File: src/rtl/diff_frame_tx_if.sv
// diff_frame_tx_if: trigger/payload request plus encoded line and status
// returned by the differential-Manchester frame transmitter.
//   trigger_in : one-cycle start request
//   data_in    : DATA_WIDTH-bit payload, captured on an accepted trigger
//   data_out   : encoded serial line
//   busy_out   : frame in flight
//   done_out   : one-cycle pulse at frame completion
// master = requester side, slave = transmitter side.
interface diff_frame_tx_if #(
  parameter int unsigned DATA_WIDTH = 26
);
  logic                  trigger_in;
  logic [DATA_WIDTH-1:0] data_in;
  logic                  data_out;
  logic                  busy_out;
  logic                  done_out;

  modport master (
    output trigger_in,
    output data_in,
    input  data_out,
    input  busy_out,
    input  done_out
  );

  modport slave (
    input  trigger_in,
    input  data_in,
    output data_out,
    output busy_out,
    output done_out
  );
endinterface

File: src/rtl/diff_frame_tx.sv
// diff_frame_tx: differential-Manchester frame transmitter.
// Frame = SYNC_BITS periods of constant high, DATA_WIDTH payload bits MSB
// first, optional even-parity bit, one period of stop (low).
// Optional feature macro: DIFF_TX_PARITY_EN adds the parity bit period.
// Ports:
//   clk_in : system clock
//   rst_in : synchronous active-high reset
//   bus    : diff_frame_tx_if.slave (trigger_in, data_in -> data_out,
//            busy_out, done_out; all outputs registered)
module diff_frame_tx #(
  parameter int unsigned DATA_WIDTH  = 26,
  parameter int unsigned DATA_PERIOD = 20,
  parameter int unsigned SYNC_BITS   = 2
) (
  input logic           clk_in,
  input logic           rst_in,
  diff_frame_tx_if.slave bus
);

  localparam int unsigned BIT_MAX = (DATA_WIDTH > SYNC_BITS) ? DATA_WIDTH : SYNC_BITS;
  localparam int unsigned BIT_W   = $clog2(BIT_MAX + 1);
  localparam int unsigned CYC_W   = $clog2(DATA_PERIOD);

  localparam logic [CYC_W-1:0] CYC_LAST  = CYC_W'(DATA_PERIOD - 1);
  localparam logic [CYC_W-1:0] CYC_MID   = CYC_W'(DATA_PERIOD / 2 - 1);
  localparam logic [BIT_W-1:0] SYNC_LAST = BIT_W'(SYNC_BITS - 1);
  localparam logic [BIT_W-1:0] DATA_LAST = BIT_W'(DATA_WIDTH - 1);

  typedef enum logic [2:0] {
    IDLE   = 3'd0,
    SYNC   = 3'd1,
    DATA   = 3'd2,
`ifdef DIFF_TX_PARITY_EN
    PARITY = 3'd3,
`endif
    STOP   = 3'd4
  } state_t;

  state_t                state, state_nxt;
  logic [CYC_W-1:0]      cyc_cnt, cyc_nxt, cyc_adv;
  logic [BIT_W-1:0]      bit_cnt, bit_nxt;
  logic [DATA_WIDTH-1:0] shreg, sh_nxt, sh_shift;
  logic                  line, line_nxt;
  logic                  busy, busy_nxt;
  logic                  done, done_nxt;
  logic                  bit_end;
`ifdef DIFF_TX_PARITY_EN
  logic                  par, par_nxt;
`endif

  // Period bookkeeping shared by every non-idle state.
  assign bit_end  = (cyc_cnt == CYC_LAST);
  assign cyc_adv  = bit_end ? '0 : cyc_cnt + CYC_W'(1);
  assign sh_shift = shreg << 1;

  // Registers: state, counters, shift register and the registered outputs.
  always_ff @(posedge clk_in) begin
    if (rst_in) begin
      state   <= IDLE;
      cyc_cnt <= '0;
      bit_cnt <= '0;
      shreg   <= '0;
      line    <= 1'b0;
      busy    <= 1'b0;
      done    <= 1'b0;
`ifdef DIFF_TX_PARITY_EN
      par     <= 1'b0;
`endif
    end else begin
      state   <= state_nxt;
      cyc_cnt <= cyc_nxt;
      bit_cnt <= bit_nxt;
      shreg   <= sh_nxt;
      line    <= line_nxt;
      busy    <= busy_nxt;
      done    <= done_nxt;
`ifdef DIFF_TX_PARITY_EN
      par     <= par_nxt;
`endif
    end
  end

  // Next state plus next line level; line_nxt is the level for the
  // following cycle, so a bit-start decision uses the bit about to begin.
  always_comb begin
    state_nxt = state;
    cyc_nxt   = cyc_cnt;
    bit_nxt   = bit_cnt;
    sh_nxt    = shreg;
    line_nxt  = line;
    done_nxt  = 1'b0;
`ifdef DIFF_TX_PARITY_EN
    par_nxt   = par;
`endif

    case (state)
      IDLE: begin
        cyc_nxt  = '0;
        bit_nxt  = '0;
        line_nxt = 1'b0;
        if (bus.trigger_in) begin
          state_nxt = SYNC;
          sh_nxt    = bus.data_in;
          line_nxt  = 1'b1;
`ifdef DIFF_TX_PARITY_EN
          par_nxt   = ^bus.data_in;
`endif
        end
      end

      SYNC: begin
        cyc_nxt  = cyc_adv;
        line_nxt = 1'b1;
        if (bit_end) begin
          if (bit_cnt == SYNC_LAST) begin
            state_nxt = DATA;
            bit_nxt   = '0;
            // A 0 toggles at bit start, a 1 holds.
            line_nxt  = shreg[DATA_WIDTH-1] ? line : ~line;
          end else begin
            bit_nxt = bit_cnt + BIT_W'(1);
          end
        end
      end

      DATA: begin
        cyc_nxt = cyc_adv;
        if (cyc_cnt == CYC_MID) line_nxt = ~line;
        if (bit_end) begin
          sh_nxt = sh_shift;
          if (bit_cnt == DATA_LAST) begin
            bit_nxt = '0;
`ifdef DIFF_TX_PARITY_EN
            state_nxt = PARITY;
            line_nxt  = par ? line : ~line;
`else
            state_nxt = STOP;
            line_nxt  = 1'b0;
`endif
          end else begin
            bit_nxt  = bit_cnt + BIT_W'(1);
            line_nxt = sh_shift[DATA_WIDTH-1] ? line : ~line;
          end
        end
      end

`ifdef DIFF_TX_PARITY_EN
      PARITY: begin
        cyc_nxt = cyc_adv;
        if (cyc_cnt == CYC_MID) line_nxt = ~line;
        if (bit_end) begin
          state_nxt = STOP;
          line_nxt  = 1'b0;
        end
      end
`endif

      STOP: begin
        cyc_nxt  = cyc_adv;
        line_nxt = 1'b0;
        if (bit_end) begin
          state_nxt = IDLE;
          done_nxt  = 1'b1;
        end
      end

      default: begin
        state_nxt = IDLE;
        line_nxt  = 1'b0;
      end
    endcase

    busy_nxt = (state_nxt != IDLE);
  end

  assign bus.data_out = line;
  assign bus.busy_out = busy;
  assign bus.done_out = done;

endmodule

File: src/flat_wrapper.sv
// flat-port wrapper written by rule: the top's interface ports become plain ports
module diff_frame_tx_flat 
#(
  parameter int unsigned DATA_WIDTH  = 26,
  parameter int unsigned DATA_PERIOD = 20,
  parameter int unsigned SYNC_BITS   = 2
)
  (clk_in, rst_in, bus_trigger_in, bus_data_in, bus_data_out, bus_busy_out, bus_done_out);
  diff_frame_tx_if #(.DATA_WIDTH(DATA_WIDTH)) bus_i ();
  input logic clk_in;
  input logic rst_in;
  input wire logic [$bits(bus_i.trigger_in)-1:0] bus_trigger_in;
  input wire logic [$bits(bus_i.data_in)-1:0] bus_data_in;
  output wire logic [$bits(bus_i.data_out)-1:0] bus_data_out;
  output wire logic [$bits(bus_i.busy_out)-1:0] bus_busy_out;
  output wire logic [$bits(bus_i.done_out)-1:0] bus_done_out;
  assign bus_i.trigger_in = bus_trigger_in;
  assign bus_i.data_in = bus_data_in;
  assign bus_data_out = bus_i.data_out;
  assign bus_busy_out = bus_i.busy_out;
  assign bus_done_out = bus_i.done_out;
  diff_frame_tx #(.DATA_WIDTH(DATA_WIDTH), .DATA_PERIOD(DATA_PERIOD), .SYNC_BITS(SYNC_BITS)) u_core (.clk_in(clk_in), .rst_in(rst_in), .bus(bus_i));
endmodule
File: config.mk
export PLATFORM = sky130hd
export DESIGN_NAME = diff_frame_tx_flat
export DESIGN_NICKNAME = d
export VERILOG_FILES = /design/src/rtl/diff_frame_tx_if.sv /design/src/rtl/diff_frame_tx.sv /design/src/flat_wrapper.sv
export SDC_FILE = /design/constraint.sdc
export NUM_CORES = 1
export LEC_CHECK = 0
export ABC_AREA = 1
export ABC_CLOCK_PERIOD_IN_PS = 1640
export CAP_MARGIN = 0
export CORE_MARGIN = 2
export CORE_UTILIZATION = 50
export CTS_BUF_LIST = sky130_fd_sc_hd__clkbuf_4 sky130_fd_sc_hd__clkbuf_8 sky130_fd_sc_hd__clkbuf_16
export DETAILED_ROUTE_END_ITERATION = 8
export DONT_BUFFER_PORTS = 1
export HOLD_SLACK_MARGIN = 0.12
export PLACE_DENSITY = 0.74
export REMOVE_ABC_BUFFERS = 1
export SLEW_MARGIN = 10
export SYNTH_ARGS = -nofsm -noshare
export SYNTH_HDL_FRONTEND = slang
export SYNTH_SLANG_ARGS = --single-unit
File: constraint.sdc
create_clock -name clk_in -period 1.64 [get_ports clk_in]
set_input_delay 0.328 -clock clk_in [delete_from_list [all_inputs] [get_ports clk_in]]
set_output_delay 0.328 -clock clk_in [all_outputs]
set_load 0.01 [all_outputs]
==> impl_metrics.yaml <==
logic_synthesis:
  synth_area_leader_cell: "dfxtp_1"
  synthTopCellsByArea: "dfxtp_1, nand2_1, a31oi_1, o21ai_1, nor2_1"
  synth_fa_ha_area_share_pct: 2.407
  synth-async-reset-ratio_pct: 0
  yosysSeqAreaShare_pct: 40.43
  yosys_most_used_dff: "dfxtp_1"
  synth_area_um2: 2079
  synth_edf_count: 0
  synth-compound-area-share_pct: 18.59
  synth_common_cells: "nand2_1, dfxtp_1, a31oi_1"
  synth_top_area_share_pct: 40.43
  synthSimpleGateAreaFrac_pct: 29.24
  synth.mux.area_fraction_pct: 0
  synth_xor_area_share_pct: 0.8424
  ys.warnings.count: 0
  synth-seq-cells: 42
  synth_top_family_by_area: "simple AND/OR/NAND/NOR gates"
  synth_cell_type_count: 30
  postSynthCellCount: 286
  synth.most_common_cell: "nand2_1"
  avgSynthCellArea_um2: 7.271
power_and_ir_drop:
  power.leakage_nw: 1.024
  p_sw_w: 0.0005950
  clockPowerShare_pct: 41.5
  p_sw_share_pct: 24.61
  power_density_nw_per_um2: 1000
  vdd_drop_max_v: 0.0007082
  combPwrFrac_pct: 11.6
  seqPwrFrac_pct: 46.9
  internal_power_w: 0.001822
  finalPower_w: 0.002417
clocking:
  cts_buffers: 5
  clkTransAtPathRegs_ps: 90
  clock_latency_ps: 310
  cts_max_level: 2
  cts_buffer_depth: 2
  numClockSinks: 42
  cts_tree: "built"
  cts-root-buf: "clkbuf_8"
placement:
  placed_area_um2: 2121
  portBuffers: 0
  dp_hpwl_mm: 2.794
  pre_cts_ws_ps: 32.00
  place.gp.congestion: 0.8721
timing:
  tightest_slew_ps: 486.2
  setup_viol: 0
  hold_violations: 0
  fin_skew_ps: 4.067
  post-route-period-util_pct: 95.86
  min_period_ps: 1572
  timing.final.ws_setup_ps: 67.86
  relSlewSlack_pct: 67.48
  max_freq_mhz: 636.1
  drv_slew: 0
run:
  drv_cap: 0
grt:
  track_usage_pct: 19.24
  grt_overflow: 0
  grt_pass1_wl_mm: 6.679
  grt_pass1_vias: 1518
  grt_start_max_net_pins: 52
  antenna_found_initial: 0
worst_setup_path:
  cp_top_family: "compound AO/OA/AOI/OAI gates"
  cpPeakStageDelay_ps: 370
  end_kind: "flip-flop"
  critPathRequiredTime_ps: 1820
  critical_path.cell_chain: "ha_4 > nand2_2 > inv_2 > nand2_4 > o21ai_4 > clkbuf_16 > inv_1 > nand2_1 > a21oi_1"
  worst_setup_path_start_kind: "flip-flop"
  crit_type: "flip-flop to flip-flop"
  worstPathArrival_ps: 1750
  slowest_stage: "dfxtp_4"
  worst-path-buf-inv: 3
  cp_max_fo: 6
finish:
  post-route-cell-area_um2: 2417
  diodes: 0
  fin_nets: 330
  fill_cells: 359
  drive_gt1_share_pct: 16.44
  area_growth_pct: 16.25
routing:
  ant_nets: 0
  drt_iter0_markers: 54
  wl_per_cell_um: 13.04
  wl_mm: 4.538
  firstDrtPassIters: 4
  viasPerCell: 5.402
  vias: 1880
  drc_errors: 0
floorplanning:
  start_util_pct: 51.99
  core_um2: 4000
  die_w_um: 68.49
  die-area_um2: 4691
  num_io_pins: 32
  chipHeight_um: 68.49
  rows: 23
hold_path:
  hp-class: "primary input to flip-flop"
run_status:
  status: "finished clean"
## cell families after synthesis
logic type | after synthesis
compound gates | 67
simple gates | 135
buf+inv | 36
flops | 42
fa+ha+maj | 4
xor+xnor | 2
## power by group through the flow
stage	clock [W]	sequential (W)	combinational, W
2_1_floorplan	0	0.00115	0.000179
3_3_place_gp	0	0.00115	0.000225
3_5_place_dp	0	0.00115	0.000230
4_1_cts	0.00102	0.00113	0.000237
5_1_grt	0.00107	0.00114	0.000312
6_report	0.00100	0.00113	0.000281
## layer usage
layer	share of wire, %	wire [um]	GRT usage [%]
met1	46	2080	24.09
met2	48	2156	29.81
met3	5.0	229	6.818
met4	1.6	72	8.250
met5	0	0	0
## state kept, by name (all words and copies together) (netlist names)
name                 cells
u_core.bit_cnt           5
u_core.bus.busy_out      1
u_core.bus.data_out      1
u_core.bus.done_out      1
u_core.cyc_cnt           5
u_core.shreg            26
u_core.state             3
## layout by cell type, fill, tap and decap left out, types with 3 or more instances in the layout
cell | synthesis | routed
nand2_1 | 86 | 85
dfxtp_1 | 42 | 40
a31oi_1 | 26 | 26
o21ai_1 | 25 | 25
nor2_1 | 20 | 20
inv_1 | 17 | 17
nand3_1 | 11 | 11
a21oi_1 | 11 | 11
buf_4 | 0 | 11
nand2_2 | 5 | 5
clkbuf_8 | 0 | 5
inv_2 | 3 | 4
nor2_2 | 3 | 3
nand4_1 | 3 | 3
ha_1 | 4 | 3
clkbuf_16 | 0 | 3
## path summary, 6_finish.rpt
path	cells past startpoint	to	startpoint	slack, ps
worst max-delay path	9	u_core.shreg[0]	u_core.cyc_cnt[1]	70
worst min-delay path	2	u_core.shreg[1]	bus_data_in[1]	170
worst max register to register	9	u_core.shreg[0]	u_core.cyc_cnt[1]	70
worst min register to register	2	u_core.shreg[15]	u_core.shreg[14]	480
## final cells by class
type,instances,area (um2),share of cell area (%)
multi-input combinational,208,1082,44.77
sequential,42,845.8,34.99
timing repair buffer,17,198.9,8.230
inverter,23,90.09,3.727
clock buffer,5,68.82,2.847
clock inverter,3,68.82,2.847
tap,50,62.56,2.588
## stage by stage
| stage | util (%) | setup TNS [ps] | hold slack, ps | std cells |
|---|---|---|---|---|
| floorplan | - | -4027 | 397.1 | 273 |
| global placement | 53.02 | 0 | 398.1 | 330 |
| detailed placement | 53.02 | 0 | 400.9 | 330 |
| CTS | 56.71 | 0 | 165.2 | 339 |
| global route | 60.43 | -168.3 | 153.7 | 348 |
| finish | 60.43 | 0 | 170.1 | 348 |
## repair_timing
item | CTS | global route
setup buffers | 0 | 5
endpoints found under the setup margin | 0 | 30
gates resized for setup | 0 | 8
endpoints found under the hold margin | 13 | 0
hold buffers | 1 | 0
Note: power is estimated with default switching activity, not from simulation.
